`src/rtl/diffusion_div_feeder_if.sv`:
```
// Request, divider and result streams of diffusion_div_feeder bundled as one interface.
// The slave modport is the feeder's view; master is the surrounding environment's view.
interface diffusion_div_feeder_if;
    logic        in_valid;
    logic        in_ready;
    logic [31:0] in_residual;
    logic [31:0] in_degree;
    logic [31:0] in_tag;

    logic        div_start;
    logic [31:0] div_a;
    logic [31:0] div_b;
    logic [31:0] div_d;
    logic        div_ok;

    logic        out_valid;
    logic        out_ready;
    logic [31:0] out_share;
    logic [31:0] out_tag;
    logic        out_err;

    modport slave (
        input  in_valid, in_residual, in_degree, in_tag,
        output in_ready,
        output div_start, div_a, div_b,
        input  div_d, div_ok,
        output out_valid, out_share, out_tag, out_err,
        input  out_ready
    );

    modport master (
        output in_valid, in_residual, in_degree, in_tag,
        input  in_ready,
        input  div_start, div_a, div_b,
        output div_d, div_ok,
        input  out_valid, out_share, out_tag, out_err,
        output out_ready
    );
endinterface

```
`src/rtl/diffusion_div_feeder.sv`:
```
// Sequences residual/degree requests through the iterative divider and returns the share.
// Optional build macro DIV_FEEDER_BYPASS_ONE_EN: degree==1 skips the divider entirely.
module diffusion_div_feeder #(
    parameter int MIN_WAIT = 32,
    parameter int TIMEOUT  = 64
) (
    input  logic                   clk,
    input  logic                   reset_n,
    diffusion_div_feeder_if.slave  feed
);

    localparam int CntW = $clog2(TIMEOUT + 1);
    localparam logic [CntW-1:0] MinWaitC     = CntW'(MIN_WAIT);
    localparam logic [CntW-1:0] TimeoutLastC = CntW'(TIMEOUT - 1);

    typedef enum logic [1:0] {
        IDLE,
        ISSUE,
        WAIT,
        HOLD
    } state_e;

    state_e          state_q, state_d;
    logic [CntW-1:0] cnt_q, cnt_d;
    logic [31:0]     div_a_q, div_a_d;
    logic [31:0]     div_b_q, div_b_d;
    logic [31:0]     share_q, share_d;
    logic [31:0]     tag_q, tag_d;
    logic            err_q, err_d;

    always_ff @(posedge clk or negedge reset_n) begin
        if (!reset_n) begin
            state_q <= IDLE;
            cnt_q   <= '0;
            div_a_q <= '0;
            div_b_q <= '0;
            share_q <= '0;
            tag_q   <= '0;
            err_q   <= 1'b0;
        end else begin
            state_q <= state_d;
            cnt_q   <= cnt_d;
            div_a_q <= div_a_d;
            div_b_q <= div_b_d;
            share_q <= share_d;
            tag_q   <= tag_d;
            err_q   <= err_d;
        end
    end

    always_comb begin
        state_d = state_q;
        cnt_d   = cnt_q;
        div_a_d = div_a_q;
        div_b_d = div_b_q;
        share_d = share_q;
        tag_d   = tag_q;
        err_d   = err_q;

        unique case (state_q)
            IDLE: begin
                if (feed.in_valid) begin
                    div_a_d = feed.in_residual;
                    div_b_d = feed.in_degree;
                    tag_d   = feed.in_tag;
                    if (feed.in_degree == 32'd0) begin
                        share_d = '0;
                        err_d   = 1'b1;
                        state_d = HOLD;
`ifdef DIV_FEEDER_BYPASS_ONE_EN
                    end else if (feed.in_degree == 32'd1) begin
                        share_d = feed.in_residual;
                        err_d   = 1'b0;
                        state_d = HOLD;
`endif
                    end else begin
                        state_d = ISSUE;
                    end
                end
            end

            ISSUE: begin
                cnt_d   = '0;
                state_d = WAIT;
            end

            // An ok seen before MIN_WAIT cycles may belong to an earlier, abandoned request.
            WAIT: begin
                if ((cnt_q >= MinWaitC) && feed.div_ok) begin
                    share_d = feed.div_d;
                    err_d   = 1'b0;
                    state_d = HOLD;
                end else if (cnt_q == TimeoutLastC) begin
                    share_d = '0;
                    err_d   = 1'b1;
                    state_d = HOLD;
                end else begin
                    cnt_d = cnt_q + 1'b1;
                end
            end

            HOLD: begin
                if (feed.out_ready) begin
                    state_d = IDLE;
                end
            end

            default: state_d = IDLE;
        endcase
    end

    // in_ready is gated by reset_n so it reads low for the whole reset assertion.
    assign feed.in_ready  = reset_n && (state_q == IDLE);
    assign feed.div_start = (state_q == ISSUE);
    assign feed.div_a     = div_a_q;
    assign feed.div_b     = div_b_q;
    assign feed.out_valid = (state_q == HOLD);
    assign feed.out_share = share_q;
    assign feed.out_tag   = tag_q;
    assign feed.out_err   = err_q;

endmodule

```
`src/flat_wrapper.sv`:
```
// flat-port wrapper written by rule: the top's interface ports become plain ports
module diffusion_div_feeder_flat 
#(
    parameter int MIN_WAIT = 32,
    parameter int TIMEOUT  = 64
)
  (clk, reset_n, feed_in_valid, feed_in_residual, feed_in_degree, feed_in_tag, feed_in_ready, feed_div_start, feed_div_a, feed_div_b, feed_div_d, feed_div_ok, feed_out_valid, feed_out_share, feed_out_tag, feed_out_err, feed_out_ready);
  diffusion_div_feeder_if feed_i ();
  input  logic clk;
  input  logic reset_n;
  input wire logic [$bits(feed_i.in_valid)-1:0] feed_in_valid;
  input wire logic [$bits(feed_i.in_residual)-1:0] feed_in_residual;
  input wire logic [$bits(feed_i.in_degree)-1:0] feed_in_degree;
  input wire logic [$bits(feed_i.in_tag)-1:0] feed_in_tag;
  output wire logic [$bits(feed_i.in_ready)-1:0] feed_in_ready;
  output wire logic [$bits(feed_i.div_start)-1:0] feed_div_start;
  output wire logic [$bits(feed_i.div_a)-1:0] feed_div_a;
  output wire logic [$bits(feed_i.div_b)-1:0] feed_div_b;
  input wire logic [$bits(feed_i.div_d)-1:0] feed_div_d;
  input wire logic [$bits(feed_i.div_ok)-1:0] feed_div_ok;
  output wire logic [$bits(feed_i.out_valid)-1:0] feed_out_valid;
  output wire logic [$bits(feed_i.out_share)-1:0] feed_out_share;
  output wire logic [$bits(feed_i.out_tag)-1:0] feed_out_tag;
  output wire logic [$bits(feed_i.out_err)-1:0] feed_out_err;
  input wire logic [$bits(feed_i.out_ready)-1:0] feed_out_ready;
  assign feed_i.in_valid = feed_in_valid;
  assign feed_i.in_residual = feed_in_residual;
  assign feed_i.in_degree = feed_in_degree;
  assign feed_i.in_tag = feed_in_tag;
  assign feed_in_ready = feed_i.in_ready;
  assign feed_div_start = feed_i.div_start;
  assign feed_div_a = feed_i.div_a;
  assign feed_div_b = feed_i.div_b;
  assign feed_i.div_d = feed_div_d;
  assign feed_i.div_ok = feed_div_ok;
  assign feed_out_valid = feed_i.out_valid;
  assign feed_out_share = feed_i.out_share;
  assign feed_out_tag = feed_i.out_tag;
  assign feed_out_err = feed_i.out_err;
  assign feed_i.out_ready = feed_out_ready;
  diffusion_div_feeder #(.MIN_WAIT(MIN_WAIT), .TIMEOUT(TIMEOUT)) u_core (.clk(clk), .reset_n(reset_n), .feed(feed_i));
endmodule
```
`config.mk`:
```
export PLATFORM = sky130hd
export DESIGN_NAME = diffusion_div_feeder_flat
export DESIGN_NICKNAME = d
export VERILOG_FILES = /design/src/rtl/diffusion_div_feeder_if.sv /design/src/rtl/diffusion_div_feeder.sv /design/src/flat_wrapper.sv
export SDC_FILE = /design/constraint.sdc
export NUM_CORES = 1
export LEC_CHECK = 0
export BUFFER_PORTS_ARGS = -buffer_cell sky130_fd_sc_hd__buf_2
export CORE_ASPECT_RATIO = 1.25
export CORE_MARGIN = 10
export CORE_UTILIZATION = 30
export CTS_BUF_LIST = sky130_fd_sc_hd__clkbuf_8
export CTS_CLUSTER_SIZE = 20
export DETAILED_ROUTE_END_ITERATION = 12
export PLACE_DENSITY_LB_ADDON = 0.3
export SLEW_MARGIN = 0
export SYNTH_ARGS = -nofsm -noshare
export SYNTH_HDL_FRONTEND = slang
export SYNTH_SLANG_ARGS = --single-unit
```
`constraint.sdc`:
```
create_clock -name clk -period 5.8 [get_ports clk]
set_input_delay 0.29 -clock clk [delete_from_list [all_inputs] [get_ports clk]]
set_output_delay 0.29 -clock clk [all_outputs]
set_load 0.1 [all_outputs]
```
# Word level (Yosys, flattened, before mapping)
# Index checks and enable logic that the tools add are counted.
classes:
  add_sub_neg: 1
  n_lt_le_gt_ge: 1
  eq_ne: 10
  muxes: 19
  n_reduce_logical: 10
op_table:
  columns: ["cell", "n"]
  rows:
  - ["two-way mux 32 bit", 4]
  - ["one-hot mux 32 bit (2 select lines)", 1]
  - ["logical NOT 32 bit", 1]
  - ["two-way mux 7 bit", 2]
  - ["one-hot mux 7 bit (2 select lines)", 1]
  - ["two-way mux 2 bit", 5]
  - ["one-hot mux 2 bit (4 select lines)", 1]
  - ["adder 7 x 1 -> 7 bit, second input constant", 1]
  - ["== test 7 x 6 -> 1 bit, second input constant", 1]
  - ["greater-or-equal comparator 7 x 6 -> 1 bit, second input constant", 1]
  - ["!= test 2 bit, second input constant", 3]
  - ["AND reduction 3 bit", 2]
  - ["== test 2 bit, second input constant", 2]
  - ["two-way mux 1 bit", 4]
  - ["!= test 2 x 1 -> 1 bit, second input constant", 2]
  - ["AND reduction 4 bit", 1]
  - ["nonzero test 2 bit", 2]
  - ["!= test 3 x 1 -> 1 bit, second input constant", 1]
  - ["== test 2 x 1 -> 1 bit, second input constant", 1]
  - ["logical AND 1 bit", 2]
  - ["logical NOT 2 bit", 1]
  - ["one-hot mux 1 bit (2 select lines)", 1]
  - ["AND reduction 2 bit", 1]
totals:
  reg_bits: 138
  output_inout_bits: 132
  wordCells: 48

# Depth between registers and ports, before layout
depth:
  ltp_word: 4
  ltp_mapped: 7
  depth_no_buf: 6

# Worst setup path before layout
# Ideal clock, no wire load.
synth_timing:
  path_type: "reg2reg"
  start: "register u_core.cnt_q[0]"
  end: "register u_core.share_q[10], in the netlist u_core.feed.out_share[10]"
  setup_time_ns: 0.079
  arrival_ns: 1.849
  t_required_ns: 5.721
  slack_ns: 3.871
  path_stages_with_launch: 8
  path_buffers: 1
  cell_sequence: "dfrtp_1 -> ha_1 -> and2_1 -> a41oi_4 -> a2111oi_4 -> nor2_4 -> buf_12 -> mux2i_1"
synth_between:
  elab_chain_cells: 4
  elab_cells_between_ends: 7
  cone_classes: "1 x order compare; 2 x eq/ne; 2 x mux; 2 x reduce/logical"
synth_lines:
  columns: ["element", "line", "source"]
  rows:
  - ["start, declared", "diffusion_div_feeder.sv:24", "logic [CntW-1:0] cnt_q, cnt_d;"]
  - ["start signal, assigned", "diffusion_div_feeder.sv:42", "cnt_q <= cnt_d;"]
  - ["greater-or-equal comparator 7 x 6 -> 1 bit", "diffusion_div_feeder.sv:89", "if ((cnt_q >= MinWaitC) && feed.div_ok) begin"]
  - ["logical AND 1 bit", "diffusion_div_feeder.sv:89", null]
  - ["!= test 3 x 1 -> 1 bit (no line) or two-way mux 32 bit (tied branches)", null, null]
  - ["AND reduction 4 bit (no line) or one-hot mux 32 bit (2 select lines) (tied branches)", null, null]
  - ["end signal, assigned", "diffusion_div_feeder.sv:45", "share_q <= share_d;"]
  - ["end, declared", "diffusion_div_feeder.sv:27", "logic [31:0] share_q, share_d;"]
# Parallel ways exist; a longest one is shown, timed or not.
# A chain may end at the register's enable or synchronous reset.

# Final worst setup path
layout_timing:
  start: "register u_core.state_q[1]"
  end: "register u_core.div_a_q[27], in the netlist u_core.feed.div_a[27]"
layout_between:
  elab_chain_cells: 2
layout_lines:
  columns: ["element", "line", "source"]
  rows:
  - ["start, declared", "diffusion_div_feeder.sv:23", "state_e state_q, state_d;"]
  - ["start signal, assigned", "diffusion_div_feeder.sv:41", "state_q <= state_d;"]
  - ["logical NOT 2 bit", "diffusion_div_feeder.sv:60", "unique case (state_q)"]
  - ["AND reduction 2 bit (no line)", null, null]
  - ["end signal, assigned", "diffusion_div_feeder.sv:43", "div_a_q <= div_a_d;"]
  - ["end, declared", "diffusion_div_feeder.sv:25", "logic [31:0] div_a_q, div_a_d;"]
# Every way passes these cells.

==> out/qor.csv <==
stage;metric;value;unit
die;Initial Util;0.305;
clock_network;Num CTS Buffers;17;
die;Die X;144;um
timing;final setup vio count;0;
logic_synthesis;Synth cell types;33;
detailed_routing;DR vias/cell;4.47;
die;FP Rows;56;
place;pre-CTS setup slack;3.22;ns
logic_synthesis;Syn Std Cell Area;5760;um^2
clock_network;Sink Count;138;
timing;clk_skew;0.0127;ns
die;io pins;265;
timing;RSZ-0062 raised after global routing;no;
global_route;vias in the first global route;4717;
clock_network;H-tree levels;4;
outcome;outcome;finished, final reports clean;
logic_synthesis;largest family of logic cells by synthesized area;multiplexers;
worst_setup_path;CP Data Required Time;6.12;ns
worst_hold_path;hold crit path type;primary input to register;
place;I/O Buffers;264;
timing;Slew Limit Headroom;0.403;
logic_synthesis;Yosys warnings;0;
job;Max-Cap Viols;0;
clock_network;clk_lat worst skew;0.44;ns
timing;setup tns final;0;ns
global_route;layer with the highest usage;met2;
global_route;met3 GRT Util;0.0754;
clock_network;CTS resizes;0;
detailed_routing;DRC violations left;0;
logic_synthesis;syn_nets;563;
timing;Pins Over Slew Limit;0;
clock_network;Root Driver;clkbuf_8;
place;Final GP Congestion;0.738;
timing;Hold WS;0.0690;ns
global_route;largest net degree at the start of global routing;73;
clock_network;Hold-fix buffers, CTS;1;
die;chip height;175;um
final_layout;final net count;832;
place;dpl hpwl;12700;um
logic_synthesis;Synth top area share;0.600;
detailed_routing;final wirelength;16400;um
worst_setup_path;crit path max fanout;70;
logic_synthesis;FF+latch count, synth;138;
detailed_routing;routed length per instance;17.5;um
final_layout;most common cell after layout, fill and taps aside;buf_2;
die;die area;25200;um^2
final_layout;n_diodes;0;
logic_synthesis;compound-cell area share of the yosys netlist;0.0359;
timing;f_max;399;MHz
logic_synthesis;largest area contributor in the netlist;dfrtp_1;
clock_network;Clock Path Buffers;2;
clock_network;CTS tree;yes;
timing;Worst-Margin Slew;0.895;ns
logic_synthesis;XOR/XNOR Fraction of Synth Area;0;
global_route;global-route wire length before repair;25400;um
timing;fin worst setup slack;3.30;ns
worst_setup_path;WP data arrival;2.82;ns
detailed_routing;1st-iter DRT viols;122;
logic_synthesis;Post-Synth Simple-Gate Area;0.0545;
worst_setup_path;kind of end point of the critical path;register;
detailed_routing;Pre-antenna DRT Iters;6;
global_route;Overflow after GRT;0;
detailed_routing;Final ANT Viol Nets;0;
logic_synthesis;Avg Cell Area, Syn;13.6;um^2
logic_synthesis;mux cell area share after synthesis;0.247;
timing;hold violation total from the final report;0;
global_route;initial antenna violation count;0;
final_layout;fillers;1829;
worst_setup_path;critical path type;register to register;
final_layout;Area Overhead vs Synth;32.9;%
logic_synthesis;Seq/Total Area, Yosys;0.600;
final_layout;most frequent cells in the layout;buf_2 (263), dfrtp_1 (138), mux2_2 (96);
worst_setup_path;CP startpoint kind;register;
timing;final worst-path cycle share;0.432;
logic_synthesis;Post-Syn Instances;423;
global_route;Total Routing Usage GR;0.128;
final_layout;share of cells above drive strength 1;0.573;
global_route;met1 usage;0.136;
logic_synthesis;Post-Synth Adder-Cell Area;0.0152;
logic_synthesis;top post-synthesis cells by area;dfrtp_1 (60%), mux2_2 (19%), mux2i_1 (5.9%), inv_1 (2.6%), nand2_1 (2.3%);
timing;post-route minimum period;2.50;ns
detailed_routing;Vias;4186;
clock_network;CTS clk-pin slew, worst paths;0.09;ns
die;core area;18800;um^2
global_route;met2 Use GR;0.210;
clock_network;setup bufs post-CTS;0;
final_layout;utilization after layout;0.406;
## registers in the layout, indices dropped and copies added, names as in the netlist
register and flops:
u_core.cnt_q 7, u_core.feed.div_a 32, u_core.feed.div_b 32, u_core.feed.out_err 1, u_core.feed.out_share 32, u_core.feed.out_tag 32
u_core.state_q 2
## cell type report
class / instances / area [um^2] / area share
inverters: 40 / 150 / 0.0196
multi-input cells: 226 / 2040 / 0.266
flip-flops and latches: 138 / 3450 / 0.451
repair buffers: 269 / 1370 / 0.179
clock inverters: 15 / 118 / 0.0154
well taps: 232 / 290 / 0.0379
clock buffers: 17 / 234 / 0.0306
## worst max-delay path, cell delays in order (launching register included)
cell and delay, ns:
dfrtp_1 0.41, inv_1 0.10, ha_1 0.28, nand2_4 0.36
buf_4 0.76, mux2_2 0.42
## through the flow
stage	instances	instance area (um^2)
3_5_place_dp	904	7290
3_3_place_gp	904	7290
4_1_cts	937	7650
2_1_floorplan	423	5760
5_1_grt	937	7650
6_report	937	7650
## layer usage
metal	part of all wire	routed length, um
met5	0	0
met4	0.012	191
met3	0.13	2080
met2	0.48	7810
met1	0.38	6290
## kinds of logic after synthesis
| group | after synthesis |
|---|---|
| flops | 138 |
| fa+ha+maj | 7 |
| mux | 130 |
| simple gates | 64 |
| buf+inv | 59 |
| compound gates | 25 |
## synth_stat cells (all sizes together)
library cell and count:
dfrtp 138, mux2 96, inv 40, nand2 36, mux2i 34, clkbuf 12
nor4 8, o21ai 8, a21oi 7, buf 7, ha 7, and2 4
nand3 3, nand4 3, nor2 3, a22o 2, a41oi 2, nor3 2
nor3b 2, a2111oi 1, a211o 1, a21bo 1, a221o 1, and4 1
nor2b 1, nor4b 1, o21a 1, o311a 1
## final timing paths
kind / slack (ns) / from / depth (start not counted) / to
max: 3.30 / u_core.state_q[1] / 5 / u_core.feed.div_a[27]
min: 0.07 / feed_in_residual[28] / 2 / u_core.feed.div_a[28]
max reg2reg: 3.30 / u_core.state_q[1] / 5 / u_core.feed.div_a[27]
min reg2reg: 0.50 / u_core.feed.div_b[30] / 1 / u_core.feed.div_b[30]
max in group asynchronous: 3.96 / reset_n / 3 / u_core.feed.div_a[18]
min in group asynchronous: 0.40 / reset_n / 2 / u_core.feed.out_tag[6]
Power is left out: the tool's default activity adds up to more than one toggle a clock period on the data nets, which glitch-free logic cannot reach.
